[src/rtl/clock_pkg.sv]
// Shared types and constants for the 24-hour BCD clock: mode states, digit codes
// and field moduli, plus small helpers used by the datapath.
package clock_pkg;

   typedef enum logic [1:0] {
      ST_RUN     = 2'd0,
      ST_SET_HR  = 2'd1,
      ST_SET_MIN = 2'd2,
      ST_SET_SEC = 2'd3
   } state_e;

   typedef logic [4:0] digit_t;

   localparam digit_t DIGIT_BLANK = 5'h10;
   localparam int     HR_MOD      = 24;
   localparam int     MS_MOD      = 60;

   function automatic digit_t to_digit(input logic [3:0] bcd, input logic blank);
      digit_t d;
      if (blank) begin
         d = DIGIT_BLANK;
      end else begin
         d = {1'b0, bcd};
      end
      return d;
   endfunction

   function automatic state_e next_state(input state_e s);
      state_e n;
      case (s)
         ST_RUN:     n = ST_SET_HR;
         ST_SET_HR:  n = ST_SET_MIN;
         ST_SET_MIN: n = ST_SET_SEC;
         ST_SET_SEC: n = ST_RUN;
         default:    n = ST_RUN;
      endcase
      return n;
   endfunction

endpackage

[src/rtl/bcd_mod_counter.sv]
// Two-digit BCD counter wrapping at MOD; wrap pulses in the cycle an increment
// takes the count from MOD-1 back to 00.
module bcd_mod_counter
   import clock_pkg::*;
#(
   parameter int MOD = MS_MOD
) (
   input  logic       clk,
   input  logic       reset,
   input  logic       inc,
   output logic [3:0] tens,
   output logic [3:0] units,
   output logic       wrap
);

   localparam logic [3:0] MAX_T = 4'((MOD - 1) / 10);
   localparam logic [3:0] MAX_U = 4'((MOD - 1) % 10);

   logic [3:0] tens_q, tens_d;
   logic [3:0] units_q, units_d;
   logic       at_max;

   always_comb begin
      at_max  = (tens_q == MAX_T) && (units_q == MAX_U);
      tens_d  = tens_q;
      units_d = units_q;
      if (inc) begin
         if (at_max) begin
            tens_d  = 4'd0;
            units_d = 4'd0;
         end else if (units_q == 4'd9) begin
            tens_d  = tens_q + 4'd1;
            units_d = 4'd0;
         end else begin
            units_d = units_q + 4'd1;
         end
      end else begin
         tens_d  = tens_q;
         units_d = units_q;
      end
      wrap = inc && at_max;
   end

   always_ff @(posedge clk) begin
      if (reset) begin
         tens_q  <= 4'd0;
         units_q <= 4'd0;
      end else begin
         tens_q  <= tens_d;
         units_q <= units_d;
      end
   end

   assign tens  = tens_q;
   assign units = units_q;

endmodule

[src/rtl/clock_counter.sv]
// 24-hour BCD clock with a seconds prescaler, a four-state set mode driven by
// debounced key pulses, and blinking of the field being edited.
module clock_counter
   import clock_pkg::*;
#(
   parameter int CLK_FREQ = 50_000_000
) (
   input  logic       clk,
   input  logic       reset,
   input  logic       key_mode,
   input  logic       key_inc,
   output logic [4:0] hr_t,
   output logic [4:0] hr_u,
   output logic [4:0] min_t,
   output logic [4:0] min_u,
   output logic [4:0] sec_t,
   output logic [4:0] sec_u,
   output logic       sec_tick,
   output logic [1:0] mode
);

   localparam int HALF = (CLK_FREQ / 2 > 0) ? CLK_FREQ / 2 : 1;
   localparam int PW   = (CLK_FREQ > 1) ? $clog2(CLK_FREQ) : 1;
   localparam int BW   = (HALF > 1) ? $clog2(HALF) : 1;
   localparam logic [PW-1:0] PRESC_MAX = PW'(CLK_FREQ - 1);
   localparam logic [BW-1:0] BLINK_MAX = BW'(HALF - 1);

   state_e          state_q, state_d;
   logic [PW-1:0]   presc_q, presc_d;
   logic [BW-1:0]   blink_cnt_q, blink_cnt_d;
   logic            blink_q, blink_d;
   logic            tick, set_inc;
   logic            inc_sec, inc_min, inc_hr;
   logic            wrap_sec, wrap_min, hr_wrap_unused;
   logic [3:0]      sec_tens, sec_units, min_tens, min_units, hr_tens, hr_units;

   always_comb begin
      tick    = (state_q == ST_RUN) && (presc_q == PRESC_MAX);
      set_inc = key_inc && !key_mode;
      state_d = key_mode ? next_state(state_q) : state_q;
      // Held at zero outside RUN so the first second after setting is a full one.
      if ((state_q != ST_RUN) || (state_d != ST_RUN) || tick) begin
         presc_d = '0;
      end else begin
         presc_d = presc_q + PW'(1);
      end
      if (blink_cnt_q == BLINK_MAX) begin
         blink_cnt_d = '0;
         blink_d     = !blink_q;
      end else begin
         blink_cnt_d = blink_cnt_q + BW'(1);
         blink_d     = blink_q;
      end
   end

   assign inc_sec = tick || ((state_q == ST_SET_SEC) && set_inc);
   assign inc_min = (tick && wrap_sec) || ((state_q == ST_SET_MIN) && set_inc);
   assign inc_hr  = (tick && wrap_min) || ((state_q == ST_SET_HR) && set_inc);

   always_ff @(posedge clk) begin
      if (reset) begin
         state_q     <= ST_RUN;
         presc_q     <= '0;
         blink_cnt_q <= '0;
         blink_q     <= 1'b0;
      end else begin
         state_q     <= state_d;
         presc_q     <= presc_d;
         blink_cnt_q <= blink_cnt_d;
         blink_q     <= blink_d;
      end
   end

   bcd_mod_counter #(.MOD(MS_MOD)) u_sec (
      .clk(clk), .reset(reset), .inc(inc_sec),
      .tens(sec_tens), .units(sec_units), .wrap(wrap_sec)
   );

   bcd_mod_counter #(.MOD(MS_MOD)) u_min (
      .clk(clk), .reset(reset), .inc(inc_min),
      .tens(min_tens), .units(min_units), .wrap(wrap_min)
   );

   bcd_mod_counter #(.MOD(HR_MOD)) u_hr (
      .clk(clk), .reset(reset), .inc(inc_hr),
      .tens(hr_tens), .units(hr_units), .wrap(hr_wrap_unused)
   );

   assign hr_t     = to_digit(hr_tens,   blink_q && (state_q == ST_SET_HR));
   assign hr_u     = to_digit(hr_units,  blink_q && (state_q == ST_SET_HR));
   assign min_t    = to_digit(min_tens,  blink_q && (state_q == ST_SET_MIN));
   assign min_u    = to_digit(min_units, blink_q && (state_q == ST_SET_MIN));
   assign sec_t    = to_digit(sec_tens,  blink_q && (state_q == ST_SET_SEC));
   assign sec_u    = to_digit(sec_units, blink_q && (state_q == ST_SET_SEC));
   assign sec_tick = tick;
   assign mode     = state_q;

endmodule

[config.mk]
export PLATFORM = sky130hd
export DESIGN_NAME = clock_counter
export DESIGN_NICKNAME = d
export VERILOG_FILES = /design/src/rtl/clock_pkg.sv /design/src/rtl/bcd_mod_counter.sv /design/src/rtl/clock_counter.sv
export SDC_FILE = /design/constraint.sdc
export NUM_CORES = 1
export LEC_CHECK = 0
export ABC_AREA = 1
export CAP_MARGIN = 20
export CORE_MARGIN = 4
export CORE_UTILIZATION = 53
export DETAILED_ROUTE_END_ITERATION = 6
export PLACE_DENSITY = 0.74
export SYNTH_ARGS = -nofsm -noshare
export SYNTH_HDL_FRONTEND = slang
export SYNTH_SLANG_ARGS = --single-unit
[constraint.sdc]
create_clock -name clk -period 1.8 [get_ports clk]
set_input_delay 0.27 -clock clk [delete_from_list [all_inputs] [get_ports clk]]
set_output_delay 0.27 -clock clk [all_outputs]
set_load 0.05 [all_outputs]
==> results summary <==
The run finished, with violations left. The final reports fail on setup timing. Across the routed clock network, the largest skew measured is roughly 0.011 ns.

The synthesized flop and latch total came out at a little under 80. After global routing the overflow that remains totals 0. At the end of routability-driven placement, the weighted congestion stood at around 0.90. The effective utilization at floorplan is a little over half. The detailed router finished its first iteration with 152 violations.

The antenna diode count is 0. The fraction of final layout cells with drive strength greater than 1 is between 30% and 40%. The class of the most critical hold timing path is flip-flop to flip-flop. The residual antenna-violating net count after detailed routing is 0. Measured in cells, the most critical reg-to-reg path has a length of 9. For the finished layout, the period the worst path requires is roughly 1.8 ns.

The die footprint is 0.00991 sq mm. The final cycle utilization of the critical path is 100%. The mean post-synth cell area came out at just over 7 sq um. TritonCTS built the clock tree.

Synthesis produced a netlist with a net count of 654. The final net count came out at ~730. In the final routed layout, each cell accounts on average for 13.5 um. The number of antenna violations at the first check in global routing is 0.

The critical path is of the flip-flop to output port type. Input and output buffers added on the ports amount to 36. The library cells used most frequently in the layout, excluding fill and tap cells, are nor2_1, nand2_1, inv_1, dfxtp_1, nand3_1. The maximum number of buffers from clock root to sink came out at 2. Summing every instance area after synthesis gives about 0.0044 sq mm. The minimum setup slack in the final design came out at -0.00480 ns. The core area came out at ~0.008 sq mm.

Setup repair after global routing could not meet its margin everywhere. Clock tree synthesis selected as its root buffer the cell clkbuf_8. The max capacitance violation total came out at 0. The depth of the CTS H-tree is 3.

The area growth from synthesis to layout is 38.6%. The power after layout came out at between 0.003 and 0.004 W. The count of endpoints failing hold in the final timing report is 0. The peak supply drop came out at approximately 0.00057 V. The cts-stage hold buffer count came out at 0. The number of clock sinks is 78. The count of pins on the block boundary is 37. The sequential-to-total area share from yosys stat came out at between 30% and 40%.

The largest net degree at the start of global routing is 26. After clock tree synthesis, the clock-pin slew on the worst setup and hold paths is 0.09 ns. Dividing the detail-routed via count by the number of cells gives around 5.3.

STA classifies the critical path endpoint as an output port. The number of buffers created by CTS is 9. The total routed wirelength is ~11 mm. Setup violations remaining at the end of the flow were counted as 1. The worst relative slew slack is 68.3%. The total via count in the routed design came out at between 4000 and 5000. The length of the first detailed-routing pass in iterations is 5. Counting the fill cells in the layout gives 576.

The instance count of the mapped netlist is ~630. The number of different library cells used by synthesis comes to approximately 40. In this run the static leakage power is roughly 2.4 nW. The startpoint class of the critical path is a flip-flop. The post-detailed-placement half-perimeter wirelength is approximately 7.6 mm.

The arrival time at the worst endpoint is roughly 1.5 ns. The power density over the cells is roughly 540 mW/mm^2. The latest clock arrival within the worst-skew pair is between 0.3 and 0.4 ns. Yosys printed 0 warnings. The via count of the first global-routing pass came out at between 4000 and 5000. The worst setup timing slack at the placement stage came out at -0.0914 ns. STA puts the critical path data required time at 1.53 ns.

The height of the chip came out at roughly 100 um. The slew at the pin closest to its max-slew limit came out at about 0.47 ns. The worst hold path stage count came out at 1. For flop-to-flop paths, the worst setup slack is around 0.050 ns.

Hold timing on the final database bottoms out at a slack of ~0.41 ns. The die outline width is approximately 100 um. The total negative slack came out at -0.00480 ns. The commonest non-fill, non-tap cell in the layout is nor2_1.

The path with the worst hold slack has its endpoint at blink_cnt_q[0]$_SDFF_PP0_. The maximum clock frequency is ~550 MHz. The startpoint identified for the worst hold timing path is blink_cnt_q[0]$_SDFF_PP0_. The reg-to-reg endpoint is u_sec.tens[3]$_SDFFE_PP0P_. The share of the core filled with cells came out at ~75%. For this run, design rule violations remaining after detail routing come to 0.

The count of standard-cell rows is 33. The first global-routing pass estimated 17.8 mm of wire. The worst register-to-register path begins at presc_q[1]$_SDFF_PP0_. In the global route stage, overall resource usage came out at 21.6%. The highest net fanout along the worst path came out at 4. The max-slew violation count was 0.
power by group:
group          internal [W]  leakage [nW]  switching (W)
registers           0.00174         0.640      0.0000200
logic              0.000109          1.66       0.000157
clock network      0.000647        0.0986       0.000639
total               0.00249          2.40       0.000816
logic make-up after synthesis:
logic type | after synthesis | share of synthesized area [%]
compound gates | 53 | 6.73
xor+xnor | 23 | 4.54
fa+ha+maj | 19 | 5.35
buf+inv | 106 | 10.0
flops | 78 | 35.2
simple gates | 352 | 38.2
critical path, stage by stage (launching register included):
cell     delay [ns]
dfxtp_2        0.37
ha_4           0.16
nand3_4        0.09
nor3_4         0.27
nand2_4        0.10
inv_4          0.07
buf_12         0.12
layer usage:
metal  track usage (%)  vias to the layer above  share of wire (%)  routed length (um)
met1              25.1                     2013                 42                4580
met5                 0                        -                  0                   0
met4              8.51                        0                2.2                 245
met3              5.40                       28                4.7                 519
met2              38.2                      103                 52                5690
li1                  -                     2165                  -                   -
cells in the mapped netlist (all sizes together):
library cell | number | share of area, %
nor2 | 131 | 13
nand2 | 106 | 9.7
inv | 92 | 7.8
dfxtp | 78 | 35
nand3 | 44 | 5.4
a21oi | 34 | 3.8
nor3 | 32 | 4.3
xor2 | 20 | 3.9
ha | 19 | 5.4
nand4 | 12 | 1.7
nor3b | 12 | 2.4
buf | 10 | 1.9
o21ai | 9 | 1.3
or2 | 6 | 0.85
nor4 | 5 | 0.70
a31oi | 3 | 0.42
and3 | 3 | 0.42
clkinv | 3 | 0.25
xnor2 | 3 | 0.59
a211oi | 2 | 0.34
o21a | 2 | 0.34
a31o | 1 | 0.20
clkbuf | 1 | 0.084
nand3b | 1 | 0.17
o211ai | 1 | 0.17
o31ai | 1 | 0.17
worst max-delay path by stage:
stage                                      from                      to  slack [ns]
after global placement                 key_mode  presc_q[22]$_SDFF_PP0_       -0.02
after detailed placement               key_mode  presc_q[15]$_SDFF_PP0_       -0.09
after CTS                 presc_q[8]$_SDFF_PP0_                sec_tick       -0.02
after global routing         mode[0]$_SDFF_PP0_                sec_tick       -0.07
final                     presc_q[1]$_SDFF_PP0_                sec_tick      -0.005
after floorplan              mode[1]$_SDFF_PP0_  presc_q[11]$_SDFF_PP0_        0.03
per-stage QoR:
step,area (sq um),std cells
4_1_cts,5910,807
2_1_floorplan,4640,631
3_3_place_gp,5530,782
5_1_grt,6150,815
6_report,6150,815
3_5_place_dp,5530,782
sequential cells by signal, indices dropped and copies added, names as in the netlist:
register,flops
blink_cnt_q,25
blink_q,1
mode,2
presc_q,26
u_hr.tens,4
u_hr.units,4
u_min.tens,4
u_min.units,4
u_sec.tens,4
u_sec.units,4
timing repair:
| action | 4_1_cts | 5_1_grt |
|---|---|---|
| cloned | 2 | 1 |
| hold endpoints to repair | 0 | 0 |
| buffers inserted | 7 | 7 |
| pin swaps | 11 | 17 |
| gates resized for setup | 43 | 54 |
| setup endpoints to repair | 28 | 57 |
final cells by class:
class                           count  area (sq um)  share of cell area, %
Timing Repair Buffer               72           997                   16.2
Inverter                           95           382                   6.20
Tap cell                          105           131                   2.13
Clock inverter                      5          56.3                  0.915
Multi-Input combinational cell    447          2840                   46.1
Clock buffer                       11           131                   2.13
Sequential cell                    78          1600                   26.0
Timing Repair inverter              2          22.5                  0.366
Power figures use the tool's default switching activity.
